`config.mk`:
```
export PLATFORM = sky130hd
export DESIGN_NAME = dice_roll_ctrl
export DESIGN_NICKNAME = d
export VERILOG_FILES = /design/src/rtl/dice_roll_ctrl.sv
export SDC_FILE = /design/constraint.sdc
export NUM_CORES = 1
export LEC_CHECK = 0
export CORE_MARGIN = 5
export CORE_UTILIZATION = 28
export DETAILED_ROUTE_END_ITERATION = 8
export MAX_ROUTING_LAYER = met4
export PLACE_DENSITY = 0.43
export SLEW_MARGIN = 20
export SYNTH_ARGS = -nofsm -noshare
export SYNTH_HDL_FRONTEND = slang
export SYNTH_SLANG_ARGS = --single-unit
```
`constraint.sdc`:
```
create_clock -name clk -period 4.65 [get_ports clk]
set_clock_uncertainty 0.15 [all_clocks]
set_input_delay 0.465 -clock clk [delete_from_list [all_inputs] [get_ports clk]]
set_output_delay 0.465 -clock clk [all_outputs]
set_load 0.05 [all_outputs]
```
`src/rtl/dice_roll_ctrl.sv`:
```
// Dice roll controller: button sync/debounce, free-running LFSR and decelerating tumble FSM.
// Optional DICE_ROLL_COUNT_EN adds an 8-bit completed-roll counter output.
module dice_roll_ctrl #(
    parameter int unsigned DEB_CYCLES = 1000000,
    parameter int unsigned TICK0      = 2500000,
    parameter int unsigned GROW       = 1250000,
    parameter int unsigned STEPS      = 12
) (
    input  logic       clk,
    input  logic       reset,
    input  logic       btn,
    output logic [2:0] face,
    output logic       face_valid,
    output logic       rolling
`ifdef DICE_ROLL_COUNT_EN
    ,
    output logic [7:0] roll_count
`endif
);

    localparam int unsigned DEB_W   = $clog2(DEB_CYCLES + 1);
    localparam int unsigned PER_MAX = TICK0 + GROW * (STEPS - 1);
    localparam int unsigned PER_W   = $clog2(PER_MAX + 1);
    localparam int unsigned STEP_W  = (STEPS > 1) ? $clog2(STEPS) : 1;

    typedef enum logic [1:0] {
        S_IDLE,
        S_TUMBLE,
        S_DONE
    } state_t;

    logic              sync1_q, sync2_q;
    logic              deb_q, deb_d;
    logic [DEB_W-1:0]  deb_cnt_q, deb_cnt_d;
    logic              roll_req_q, roll_req_d;
    logic [7:0]        lfsr_q, lfsr_d;
    logic [2:0]        cand_c;
    state_t            state_q, state_d;
    logic [PER_W-1:0]  per_q, per_d;
    logic [STEP_W-1:0] step_q, step_d;
    logic [2:0]        face_q, face_d;
    logic              face_valid_q, face_valid_d;
    logic              rolling_q, rolling_d;

    // Debounce: accept a level only after DEB_CYCLES consecutive differing samples.
    always_comb begin
        deb_d      = deb_q;
        deb_cnt_d  = deb_cnt_q;
        roll_req_d = 1'b0;
        if (sync2_q != deb_q) begin
            if (deb_cnt_q == DEB_W'(DEB_CYCLES - 1)) begin
                deb_cnt_d  = '0;
                deb_d      = ~deb_q;
                roll_req_d = ~deb_q;
            end else begin
                deb_cnt_d = deb_cnt_q + DEB_W'(1);
            end
        end else begin
            deb_cnt_d = '0;
        end
    end

    // x^8+x^6+x^5+x^4+1 Fibonacci LFSR, mapped onto a die face.
    assign lfsr_d = {lfsr_q[6:0], lfsr_q[7] ^ lfsr_q[5] ^ lfsr_q[4] ^ lfsr_q[3]};
    assign cand_c = 3'(lfsr_q % 8'd6) + 3'd1;

    always_comb begin
        state_d = state_q;
        per_d   = per_q;
        step_d  = step_q;
        face_d  = face_q;
        case (state_q)
            S_IDLE: begin
                if (roll_req_q) begin
                    state_d = S_TUMBLE;
                    step_d  = '0;
                    per_d   = PER_W'(TICK0 - 1);
                end
            end
            S_TUMBLE: begin
                if (per_q == '0) begin
                    // A step must always change the displayed face.
                    if (cand_c != face_q) begin
                        face_d = cand_c;
                    end else begin
                        face_d = (face_q == 3'd6) ? 3'd1 : face_q + 3'd1;
                    end
                    if (step_q == STEP_W'(STEPS - 1)) begin
                        state_d = S_DONE;
                    end else begin
                        step_d = step_q + STEP_W'(1);
                        per_d  = PER_W'(TICK0 - 1 + GROW * (32'(step_q) + 32'd1));
                    end
                end else begin
                    per_d = per_q - PER_W'(1);
                end
            end
            S_DONE: begin
                state_d = S_IDLE;
            end
            default: begin
                state_d = S_IDLE;
            end
        endcase
        face_valid_d = (state_d == S_DONE);
        rolling_d    = (state_d != S_IDLE);
    end

    always_ff @(posedge clk or negedge reset) begin
        if (!reset) begin
            sync1_q      <= 1'b0;
            sync2_q      <= 1'b0;
            deb_q        <= 1'b0;
            deb_cnt_q    <= '0;
            roll_req_q   <= 1'b0;
            lfsr_q       <= 8'hA5;
            state_q      <= S_IDLE;
            per_q        <= '0;
            step_q       <= '0;
            face_q       <= 3'd1;
            face_valid_q <= 1'b0;
            rolling_q    <= 1'b0;
        end else begin
            sync1_q      <= btn;
            sync2_q      <= sync1_q;
            deb_q        <= deb_d;
            deb_cnt_q    <= deb_cnt_d;
            roll_req_q   <= roll_req_d;
            lfsr_q       <= lfsr_d;
            state_q      <= state_d;
            per_q        <= per_d;
            step_q       <= step_d;
            face_q       <= face_d;
            face_valid_q <= face_valid_d;
            rolling_q    <= rolling_d;
        end
    end

    assign face       = face_q;
    assign face_valid = face_valid_q;
    assign rolling    = rolling_q;

`ifdef DICE_ROLL_COUNT_EN
    logic [7:0] roll_cnt_q;

    always_ff @(posedge clk or negedge reset) begin
        if (!reset) begin
            roll_cnt_q <= 8'd0;
        end else if (face_valid_d) begin
            roll_cnt_q <= roll_cnt_q + 8'd1;
        end
    end

    assign roll_count = roll_cnt_q;
`endif

endmodule

```
==> results of run 1 <==
[kinds of logic after synthesis]
group	Yosys count
AOI/OAI and AO/OA	158
DFF	67
muxes	6
adders and majority gates	50
buffers and inverters	40
xor gates and xnor gates	53
and+or+nand+nor	216
[power by group through the flow]
| stage | combinational, mW | clock (mW) | sequential [mW] |
|---|---|---|---|
| after CTS | 0.0214 | 0.757 | 0.589 |
| after global placement | 0.0208 | 0 | 0.599 |
| after detailed placement | 0.0213 | 0 | 0.599 |
| after floorplan | 0.00512 | 0 | 0.599 |
| after global routing | 0.0242 | 0.781 | 0.589 |
| final | 0.0197 | 0.737 | 0.589 |
[what timing repair did]
action | CTS | global route
setup endpoints to repair | 2 | 9
pin swaps | 2 | 23
gates resized for setup | 5 | 46
setup buffers | 2 | 7
[area by class of cell]
type	instances	area (um^2)
Multi-Input combinational cell	483	3566
Tap cell	229	286.5
Fill cell	1870	11630
Sequential cell	67	1685
Clock inverter	7	91.34
Clock buffer	9	225.2
Timing Repair Buffer	57	444.2
Inverter	26	97.59
[sequential cells by signal, indices dropped and copies added, names as in the netlist, 2 cells and up]
signal	cells
state_q	2
step_q	4
face	3
deb_cnt_q	20
lfsr_q	8
per_q	24
[per-stage QoR]
stage / std cells / setup slack [ns] / hold slack, ns
final: 878 / 0.1137 / 0.07316
after floorplan: 590 / 0.03078 / 0.01941
after global routing: 878 / -0.03061 / 0.1367
after CTS: 872 / -0.01538 / 0.1021
after global placement: 854 / -0.05751 / 0.1915
after detailed placement: 854 / -0.1533 / 0.1990
[cells in the final DEF, fill, tap and decap left out, types with 3 or more instances in the layout]
cell                              count
sky130_fd_sc_hd__fa_1                 3
sky130_fd_sc_hd__nor2b_1              6
sky130_fd_sc_hd__o22ai_1              4
sky130_fd_sc_hd__xnor2_1             25
sky130_fd_sc_hd__dfrtp_1             60
sky130_fd_sc_hd__ha_4                 8
sky130_fd_sc_hd__o21ai_1              6
sky130_fd_sc_hd__a211oi_1             4
sky130_fd_sc_hd__a21oi_1             39
sky130_fd_sc_hd__a21o_1               5
sky130_fd_sc_hd__and3_1              10
sky130_fd_sc_hd__nand3_1             17
sky130_fd_sc_hd__or3_1                8
sky130_fd_sc_hd__buf_4               49
sky130_fd_sc_hd__a22oi_1              5
sky130_fd_sc_hd__a31oi_1              7
sky130_fd_sc_hd__o221ai_1             3
sky130_fd_sc_hd__nor2_1              62
sky130_fd_sc_hd__mux2i_1              4
sky130_fd_sc_hd__o21ai_2              3
sky130_fd_sc_hd__o21a_1               6
sky130_fd_sc_hd__nand2_1             47
sky130_fd_sc_hd__and2_1               5
sky130_fd_sc_hd__or2_2                3
sky130_fd_sc_hd__nand2b_1             4
sky130_fd_sc_hd__o211ai_1             5
sky130_fd_sc_hd__clkbuf_16            9
sky130_fd_sc_hd__nor3_1              16
sky130_fd_sc_hd__xor2_1              23
sky130_fd_sc_hd__o21ai_0             37
sky130_fd_sc_hd__dfstp_2              5
sky130_fd_sc_hd__nor4_1               7
sky130_fd_sc_hd__o31ai_1              5
sky130_fd_sc_hd__nor3b_1              3
sky130_fd_sc_hd__ha_1                37
sky130_fd_sc_hd__o311ai_0             3
sky130_fd_sc_hd__inv_1               25
sky130_fd_sc_hd__clkinv_2             3
sky130_fd_sc_hd__clkdlybuf4s50_1      6
[layer usage]
metal	part of all wire, %	GRT usage, %	vias to the layer above
met2	48	21.13	65
met1	48	17.53	2133
met3	2.7	2.367	16
met4	1.5	3.545	0
li1	-	-	2236
met5	0	-	-
[worst paths after layout]
path / to / slack, ns / cells past startpoint
max reg2reg: per_q[23] / 0.11 / 18
min reg2reg: sync2_q / 0.20 / 0
max in group asynchronous: lfsr_q[5] / 3.29 / 2
min in group clk: sync2_q / 0.20 / 0
min: per_q[2] / 0.07 / 1
max: per_q[23] / 0.11 / 18
[worst max-delay path, cell delays in order, from the launching register on]
cell                       delay, ns
sky130_fd_sc_hd__dfrtp_2        0.45
sky130_fd_sc_hd__ha_4           0.20
sky130_fd_sc_hd__xor2_4         0.20
sky130_fd_sc_hd__buf_6          0.13
sky130_fd_sc_hd__ha_4           0.15
sky130_fd_sc_hd__ha_1           0.27
sky130_fd_sc_hd__inv_1          0.05
sky130_fd_sc_hd__fa_1           0.49
sky130_fd_sc_hd__inv_2          0.05
sky130_fd_sc_hd__ha_4           0.23
sky130_fd_sc_hd__nor2b_2        0.15
sky130_fd_sc_hd__o31a_1         0.34
sky130_fd_sc_hd__o2111a_2       0.33
sky130_fd_sc_hd__o2111a_1       0.27
sky130_fd_sc_hd__a211oi_2       0.19
sky130_fd_sc_hd__or2_4          0.18
sky130_fd_sc_hd__nor2_2         0.05
sky130_fd_sc_hd__a32o_1         0.23
sky130_fd_sc_hd__a211o_1        0.29
==> flow_summary.toml, run 1 <==
[outcome]
run_status = "finished clean"

[critical_path]
crit_type = "reg2reg"
critical_path.startpoint_type = "register"
regToRegStartpoint = "step_q[1]"
timing.critical_path.to_type = "register"
crit_required_ns = 4.72
arrival_ns = 4.60
worst_setup_path_startpoint = "step_q[1]"
path_max_fanout = 4

[yosys]
post_synthesis_cell_type_count = 67
ys_seq_elements = 67
synth_largest_type_area_fraction_pct = 30.18
avgSynthCellArea_um2 = 8.714
synth-simple-area-share_pct = 21.10
synthesis.yosys.warnings = 0
post_synth_fa_ha_maj_area_fraction_pct = 12.75
yosysTopAreaCell = "sky130_fd_sc_hd__dfrtp_1"
synth_compound_area_share_pct = 19.88
asyncSetResetFlopFracSynth_pct = 100.0
synthMostInstantiatedCell = "sky130_fd_sc_hd__nor2_1"
synth.area.mux_share_pct = 1.217
number_of_enable_type_register_cells_in_the_synthesized_netlist = 0
largest_family_of_logic_cells_by_synthesized_area = "simple AND/OR/NAND/NOR gates"
synth_cells = 590
ys.flop_type = "sky130_fd_sc_hd__dfrtp_1"
yosys.area_share.xor_xnor_pct = 9.297
synthesis.nets = 643
synth_sequential_area_ratio_pct = 32.73
synthTopCellsByArea = "sky130_fd_sc_hd__dfrtp_1, sky130_fd_sc_hd__ha_1, sky130_fd_sc_hd__nor2_1"
syn-cell-area_um2 = 5141
synthTopCellsByCount = "sky130_fd_sc_hd__nor2_1, sky130_fd_sc_hd__dfrtp_1, sky130_fd_sc_hd__nand2_1, sky130_fd_sc_hd__ha_1, sky130_fd_sc_hd__o21ai_0"

[drt]
num_vias = 4450
post_drt_via_cell_ratio = 5.068
dr.pass1.iters = 4
drt_drc_violations_left = 0
wire_per_inst_um = 15.61
drtIter0Drc = 179
wl_um = 13710
ant_nets = 0

[power]
fin_total_pwr_mw = 1.346
pwr-share-clk_pct = 54.8
irDropWorstVdd_mv = 0.2150
power.combinational.fraction_pct = 1.5
switching_share_pct = 21.35
net-switching-power_uw = 287.3
power_density_of_the_placed_cells_nw_per_um2 = 210.4
pwr-share-seq_pct = 43.8
power_leakage_nw = 2.894
power_report.internal_total_mw = 1.058

[placement]
placement.cell_area_um2 = 5779
port-buffer-count = 7
routabilityCongestion = 0.8523
place_hpwl_um = 10380

[die]
initial_core_util_pct = 28.52
core_area_um2 = 18020
row_count = 49
die_area_um2 = 21170
die_height_um = 145.5
io_pins = 8
die_width_um = 145.5

[final_layout]
drive_above_1_share_pct = 18.95
final_core_util_pct = 35.49
antenna_cells = 0
postLayoutCellArea_um2 = 6396
fin_nets = 697
syn2layout_area_growth_pct = 24.41

[timing]
final.min_clock_period_ns = 4.536
timing.fmax_mhz = 220.4
slew_headroom_pct = 32.48
final-max-slew-violation-count = 0
tightestPinTransition_ns = 1.009
setup_tns_ns = 0
setup_violations = 0
final.period_utilization_pct = 97.56
finalHoldViolCount = 0

[clock_tree]
clock_network_latency_to_the_later_pin_of_the_worst_skew_pair_ns = 0.34
clkSlewWorstSetupHoldPaths_ns = 0.06
clock-sinks = 67
cts-buffers-inserted = 9
holdBufCountCts = 0
deepest_level_of_the_cts_h_tree = 3
root_buffer = "sky130_fd_sc_hd__clkbuf_16"
cts-root-to-sink-buffers = 2
tritoncts = "done"

[global_routing]
global_route_wire_length_before_repair_um = 22800
number_of_global_route_vias_before_repair = 4452
grt.overflow.total = 0
grt_use_total_pct = 13.29
grt_start_max_net_pins = 36
grt_antenna_before_repair = 0

[job]
drv.max_cap_violation_count = 0

[min_path]
min-delay-path-class = "in2async"
Power figures use the tool's default switching activity.
==> run 2: changes to the inputs <==
--- a/config.mk
+++ b/config.mk
@@ -7,9 +7,11 @@
 export LEC_CHECK = 0
 export CORE_MARGIN = 5
 export CORE_UTILIZATION = 28
+export CTS_CLUSTER_DIAMETER = 50
 export DETAILED_ROUTE_END_ITERATION = 8
 export MAX_ROUTING_LAYER = met4
 export PLACE_DENSITY = 0.43
+export SETUP_SLACK_MARGIN = 0.02
 export SLEW_MARGIN = 20
 export SYNTH_ARGS = -nofsm -noshare
 export SYNTH_HDL_FRONTEND = slang
==> flow_summary.toml, run 2 (synthesized netlist as in run 1, its figures left out) <==
[global_routing]
number_of_global_route_vias_before_repair = 4463
grt_use_total_pct = 13.31
global_route_wire_length_before_repair_um = 22850
grt_start_max_net_pins = 36
grt_antenna_before_repair = 0
grt.overflow.total = 0

[critical_path]
cp_cell_sequence = "ha_4 > xor2_4 > buf_6 > ha_4 > ha_4 > inv_2 > fa_1 > inv_1 > ha_2 > or3_4 > a221o_1 > o2111ai_2 > a31oi_1 > xnor2_1 > or2_4 > nor2_2 > a32o_1 > a211o_1"
critical-path-max-stage-delay_ns = 0.51
crit_top_cell = "sky130_fd_sc_hd__ha_4"
worst_setup_path_startpoint = "step_q[1]"
critical_path.slowest_cell = "sky130_fd_sc_hd__fa_1"
timing.critical_path.to_type = "register"
arrival_ns = 4.58
path_max_fanout = 4
critical_path.startpoint_type = "register"
crit_type = "reg2reg"
regToRegStartpoint = "step_q[1]"
crit_required_ns = 4.72

[drt]
drt_drc_violations_left = 0
num_vias = 4434
drtIter0Drc = 172
ant_nets = 0
dr.pass1.iters = 4
wire_per_inst_um = 15.61
post_drt_via_cell_ratio = 5.039
wl_um = 13740

[die]
row_count = 49
core_area_um2 = 18020
io_pins = 8
die_width_um = 145.5
die_height_um = 145.5
die_area_um2 = 21170
initial_core_util_pct = 28.52

[final_layout]
final_core_util_pct = 35.90
final_cells = 880
antenna_cells = 0
final_cell_mix = "sky130_fd_sc_hd__nor2_1, sky130_fd_sc_hd__dfrtp_1, sky130_fd_sc_hd__buf_4"
largest_register_ffs = 24
largestRegisters = "per_q (24), deb_cnt_q (20), lfsr_q (8)"
multi_input_logic_area_um2 = 3622
drive_above_1_share_pct = 20.43
final-seq-area_um2 = 1685
most_common_cell_after_layout_fill_and_taps_aside = "sky130_fd_sc_hd__nor2_1"
fin_nets = 699
filler_cell_count = 1851
syn2layout_area_growth_pct = 25.87
postLayoutCellArea_um2 = 6471
reg_with_most_ffs = "per_q"

[power]
irDropWorstVdd_mv = 0.2145
power_leakage_nw = 2.895
fin_total_pwr_mw = 1.345
power_density_of_the_placed_cells_nw_per_um2 = 207.9

[timing]
setup_violations = 0
finalHoldViolCount = 0
setup_tns_ns = 0
slew_headroom_pct = 33.99
worst_hold_slack_ns = 0.06946
post-route-worst-setup-slack_ns = 0.1307
timing.fmax_mhz = 221.3
final-max-slew-violation-count = 0
final.min_clock_period_ns = 4.519
setup_repair_after_global_routing_missed_its_margin = "no"
final.period_utilization_pct = 97.19
tightestPinTransition_ns = 0.9866

[placement]
placed_cells_incl_taps = 854
place_hpwl_um = 10380
placement.cell_area_um2 = 5779
routabilityCongestion = 0.8523
port-buffer-count = 7
placement.setup.worst_slack_ns = -0.1533

[clock_tree]
cts-buffers-inserted = 9
root_buffer = "sky130_fd_sc_hd__clkbuf_16"
clkSlewWorstSetupHoldPaths_ns = 0.06
clock-sinks = 67
cts-root-to-sink-buffers = 2
clock_network_latency_to_the_later_pin_of_the_worst_skew_pair_ns = 0.34
tritoncts = "done"
holdBufCountCts = 0
deepest_level_of_the_cts_h_tree = 3

[min_path]
min-delay-path-class = "in2async"

[job]
drv.max_cap_violation_count = 0

[outcome]
run_status = "finished clean"
==> run 2: cell count changes in the layout (fill, tap and decap cells not counted), moves of 2 or more <==
cell,delta
sky130_fd_sc_hd__inv_1,-2
sky130_fd_sc_hd__o21ai_1,-3
sky130_fd_sc_hd__ha_1,-5
sky130_fd_sc_hd__ha_4,+4
sky130_fd_sc_hd__o21ai_0,+3
sky130_fd_sc_hd__inv_2,+2
==> run 2: path summary, 6_finish.rpt <==
path	endpoint	slack, ns	cells after the start
worst max-delay path	per_q[23]	0.13	18
worst min-delay path	per_q[2]	0.07	1
worst max register to register	per_q[23]	0.13	18
worst min register to register	sync2_q	0.20	0
max in group asynchronous	lfsr_q[5]	3.30	2
min in group clk	sync2_q	0.20	0
==> run 2: critical path: cells and delay by family (launching register included) <==
kind	cells	cell delay, ns
XOR/XNOR	2	0.42
flip-flops	1	0.45
buffers and inverters	3	0.22
AND/OR/NAND/NOR	3	0.59
adder cells (fa/ha/maj)	5	1.31
AO/OA/AOI/OAI	5	1.25
==> run 2: area by class of cell <==
cell class | instances | share of cell area (%)
inverters | 26 | 1.508
clock inverters | 7 | 1.411
multi-input cells | 483 | 55.97
well taps | 229 | 4.428
clock buffers | 9 | 3.480
repair buffers | 59 | 7.154
flip-flops and latches | 67 | 26.04
==> run 2: report_power, final <==
group	switching (mW)	internal [mW]	leakage [nW]
combinational	0.0159	0.00380	1.83
sequential	0.00241	0.586	0.908
clock	0.268	0.468	0.156
==> run 2: layer usage <==
layer	part of all wire [%]	GRT usage, %
met1	48	17.53
met2	48	21.19
met3	2.5	2.367
met4	1.3	3.545
met5	0	-
==> run 2: what timing repair did <==
action	4_1_cts	5_1_grt
endpoints found under the setup margin	3	9
resized for setup	7	49
pin swaps	5	28
setup buffers	5	7
==> run 3: changes to the inputs <==
--- a/config.mk
+++ b/config.mk
@@ -5,6 +5,7 @@
 export SDC_FILE = /design/constraint.sdc
 export NUM_CORES = 1
 export LEC_CHECK = 0
+export CORE_ASPECT_RATIO = 1.4
 export CORE_MARGIN = 5
 export CORE_UTILIZATION = 28
 export CTS_CLUSTER_DIAMETER = 50
==> flow_summary.toml, run 3 (synthesized netlist as in run 1, its figures left out) <==
[final_layout]
syn2layout_area_growth_pct = 21.73
final-seq-area_um2 = 1685
drive_above_1_share_pct = 16.07
filler_cell_count = 1943
fin_nets = 689
most_common_cell_after_layout_fill_and_taps_aside = "sky130_fd_sc_hd__nor2_1"
multi_input_logic_area_um2 = 3475
largestRegisters = "per_q (24), deb_cnt_q (20), lfsr_q (8)"
largest_register_ffs = 24
reg_with_most_ffs = "per_q"
final_cell_mix = "sky130_fd_sc_hd__nor2_1, sky130_fd_sc_hd__dfrtp_1, sky130_fd_sc_hd__nand2_1"
antenna_cells = 0
postLayoutCellArea_um2 = 6259

[timing]
final.min_clock_period_ns = 4.420
slew_headroom_pct = 38.88
setup_tns_ns = 0
timing.fmax_mhz = 226.2
setup_violations = 0
finalHoldViolCount = 40
final-max-slew-violation-count = 0
tightestPinTransition_ns = 0.9135
setup_repair_after_global_routing_missed_its_margin = "no"
final.period_utilization_pct = 95.06
worst_hold_slack_ns = -0.03419

[drt]
ant_nets = 0
drt_drc_violations_left = 0
num_vias = 4468
dr.pass1.iters = 4
wl_um = 13500
post_drt_via_cell_ratio = 5.072
wire_per_inst_um = 15.33
drtIter0Drc = 201

[critical_path]
path_max_fanout = 5
cp_cell_sequence = "buf_4 > inv_1 > ha_1 > ha_1 > ha_1 > ha_1 > inv_1 > fa_1 > nor2b_1 > o31a_1 > o2111a_1 > o21ai_1 > a211o_1 > o21a_1 > a32o_1 > a211o_1"
critical-path-max-stage-delay_ns = 0.41
critical_path.startpoint_type = "register"
crit_top_cell = "sky130_fd_sc_hd__ha_1"
crit_required_ns = 4.72
timing.critical_path.to_type = "register"
critical_path.slowest_cell = "sky130_fd_sc_hd__dfrtp_2"
crit_type = "reg2reg"
arrival_ns = 4.49

[power]
power_leakage_nw = 2.856
power_density_of_the_placed_cells_nw_per_um2 = 211.9
irDropWorstVdd_mv = 0.1838

[min_path]
min-delay-path-class = "in2async"

[die]
die_area_um2 = 21210
io_pins = 8
core_area_um2 = 18000
die_height_um = 170.3
row_count = 58
die_width_um = 124.5
initial_core_util_pct = 28.57

[placement]
placement.cell_area_um2 = 5741
port-buffer-count = 7
routabilityCongestion = 0.8255
place_hpwl_um = 10540

[global_routing]
grt_use_total_pct = 13.35
grt_antenna_before_repair = 0
grt_start_max_net_pins = 42
grt.overflow.total = 0
global_route_wire_length_before_repair_um = 22380
number_of_global_route_vias_before_repair = 4471

[clock_tree]
clkSlewWorstSetupHoldPaths_ns = 0.06
holdBufCountCts = 0
deepest_level_of_the_cts_h_tree = 3
clock_network_latency_to_the_later_pin_of_the_worst_skew_pair_ns = 0.33
root_buffer = "sky130_fd_sc_hd__clkbuf_16"
tritoncts = "done"
cts-buffers-inserted = 9
clock-sinks = 67
cts-root-to-sink-buffers = 2

[outcome]
failing_checks = "hold timing"
run_status = "finished, violations left"

[job]
drv.max_cap_violation_count = 0
[run 3: cell count changes in the layout (fill, tap and decap cells not counted), sizes merged]
cell,previous run,this run
clkinvlp,1,0
clkinv,3,0
buf,53,43
inv,27,26
clkbuf,9,15
bufinv,2,1
[run 3: worst paths after layout]
path                       startpoint  depth (start not counted)           end  slack, ns
setup / recovery            step_q[0]                         16     per_q[23]       0.23
setup reg to reg            step_q[0]                         16     per_q[23]       0.23
min in group clk              sync1_q                          0       sync2_q       0.24
hold / removal                  reset                          1  deb_cnt_q[8]      -0.03
hold reg to reg               sync1_q                          0       sync2_q       0.24
max in group asynchronous       reset                          2     lfsr_q[2]       3.53
[run 3: report_power, final]
part / total, mW / switching (mW) / internal, mW / leakage [nW]
logic: 0.0201 / 0.0160 / 0.00413 / 1.79
clock network: 0.717 / 0.243 / 0.474 / 0.156
registers: 0.589 / 0.00251 / 0.587 / 0.908
[run 3: cell type report]
| type | count | share of cell area, % |
|---|---|---|
| clock inverter | 1 | 0.4798 |
| sequential | 67 | 26.93 |
| multi-input combinational | 483 | 55.52 |
| tap | 240 | 4.798 |
| clock buffer | 15 | 4.598 |
| timing repair buffer | 49 | 6.118 |
| inverter | 26 | 1.559 |
[run 3: metal layers]
layer,up-vias,track usage [%],part of all wire [%]
met3,28,2.104,1.8
met1,2181,14.16,41
li1,2215,-,-
met5,-,-,0
met2,44,24.81,55
met4,0,5.246,2.7
[run 3: critical path, delay by kind of cell (launching register included)]
kind | cells | cell delay (ns)
compound gates | 7 | 1.70
fa+ha+maj | 5 | 1.60
buf+inv | 3 | 0.28
flops | 1 | 0.41
simple gates | 1 | 0.15
[run 3: repair_timing]
item,in CTS,in global routing
pin swaps,7,12
resized for setup,4,27
buffers inserted,0,7
endpoints found under the setup margin,1,8
[run 3: stage by stage]
step	cells	hold slack (ns)	util [%]	worst slack (ns)	power (mW)
6_report	881	-0.03419	34.77	0.2296	1.326
3_3_place_gp	858	0.2476	31.90	-0.03233	0.6201
4_1_cts	874	0.1751	33.71	0.02801	1.351
5_1_grt	881	0.01927	34.77	0.02365	1.377
2_1_floorplan	590	0.01941	-	0.03078	0.6038
3_5_place_dp	858	0.2500	31.90	-0.05773	0.6209
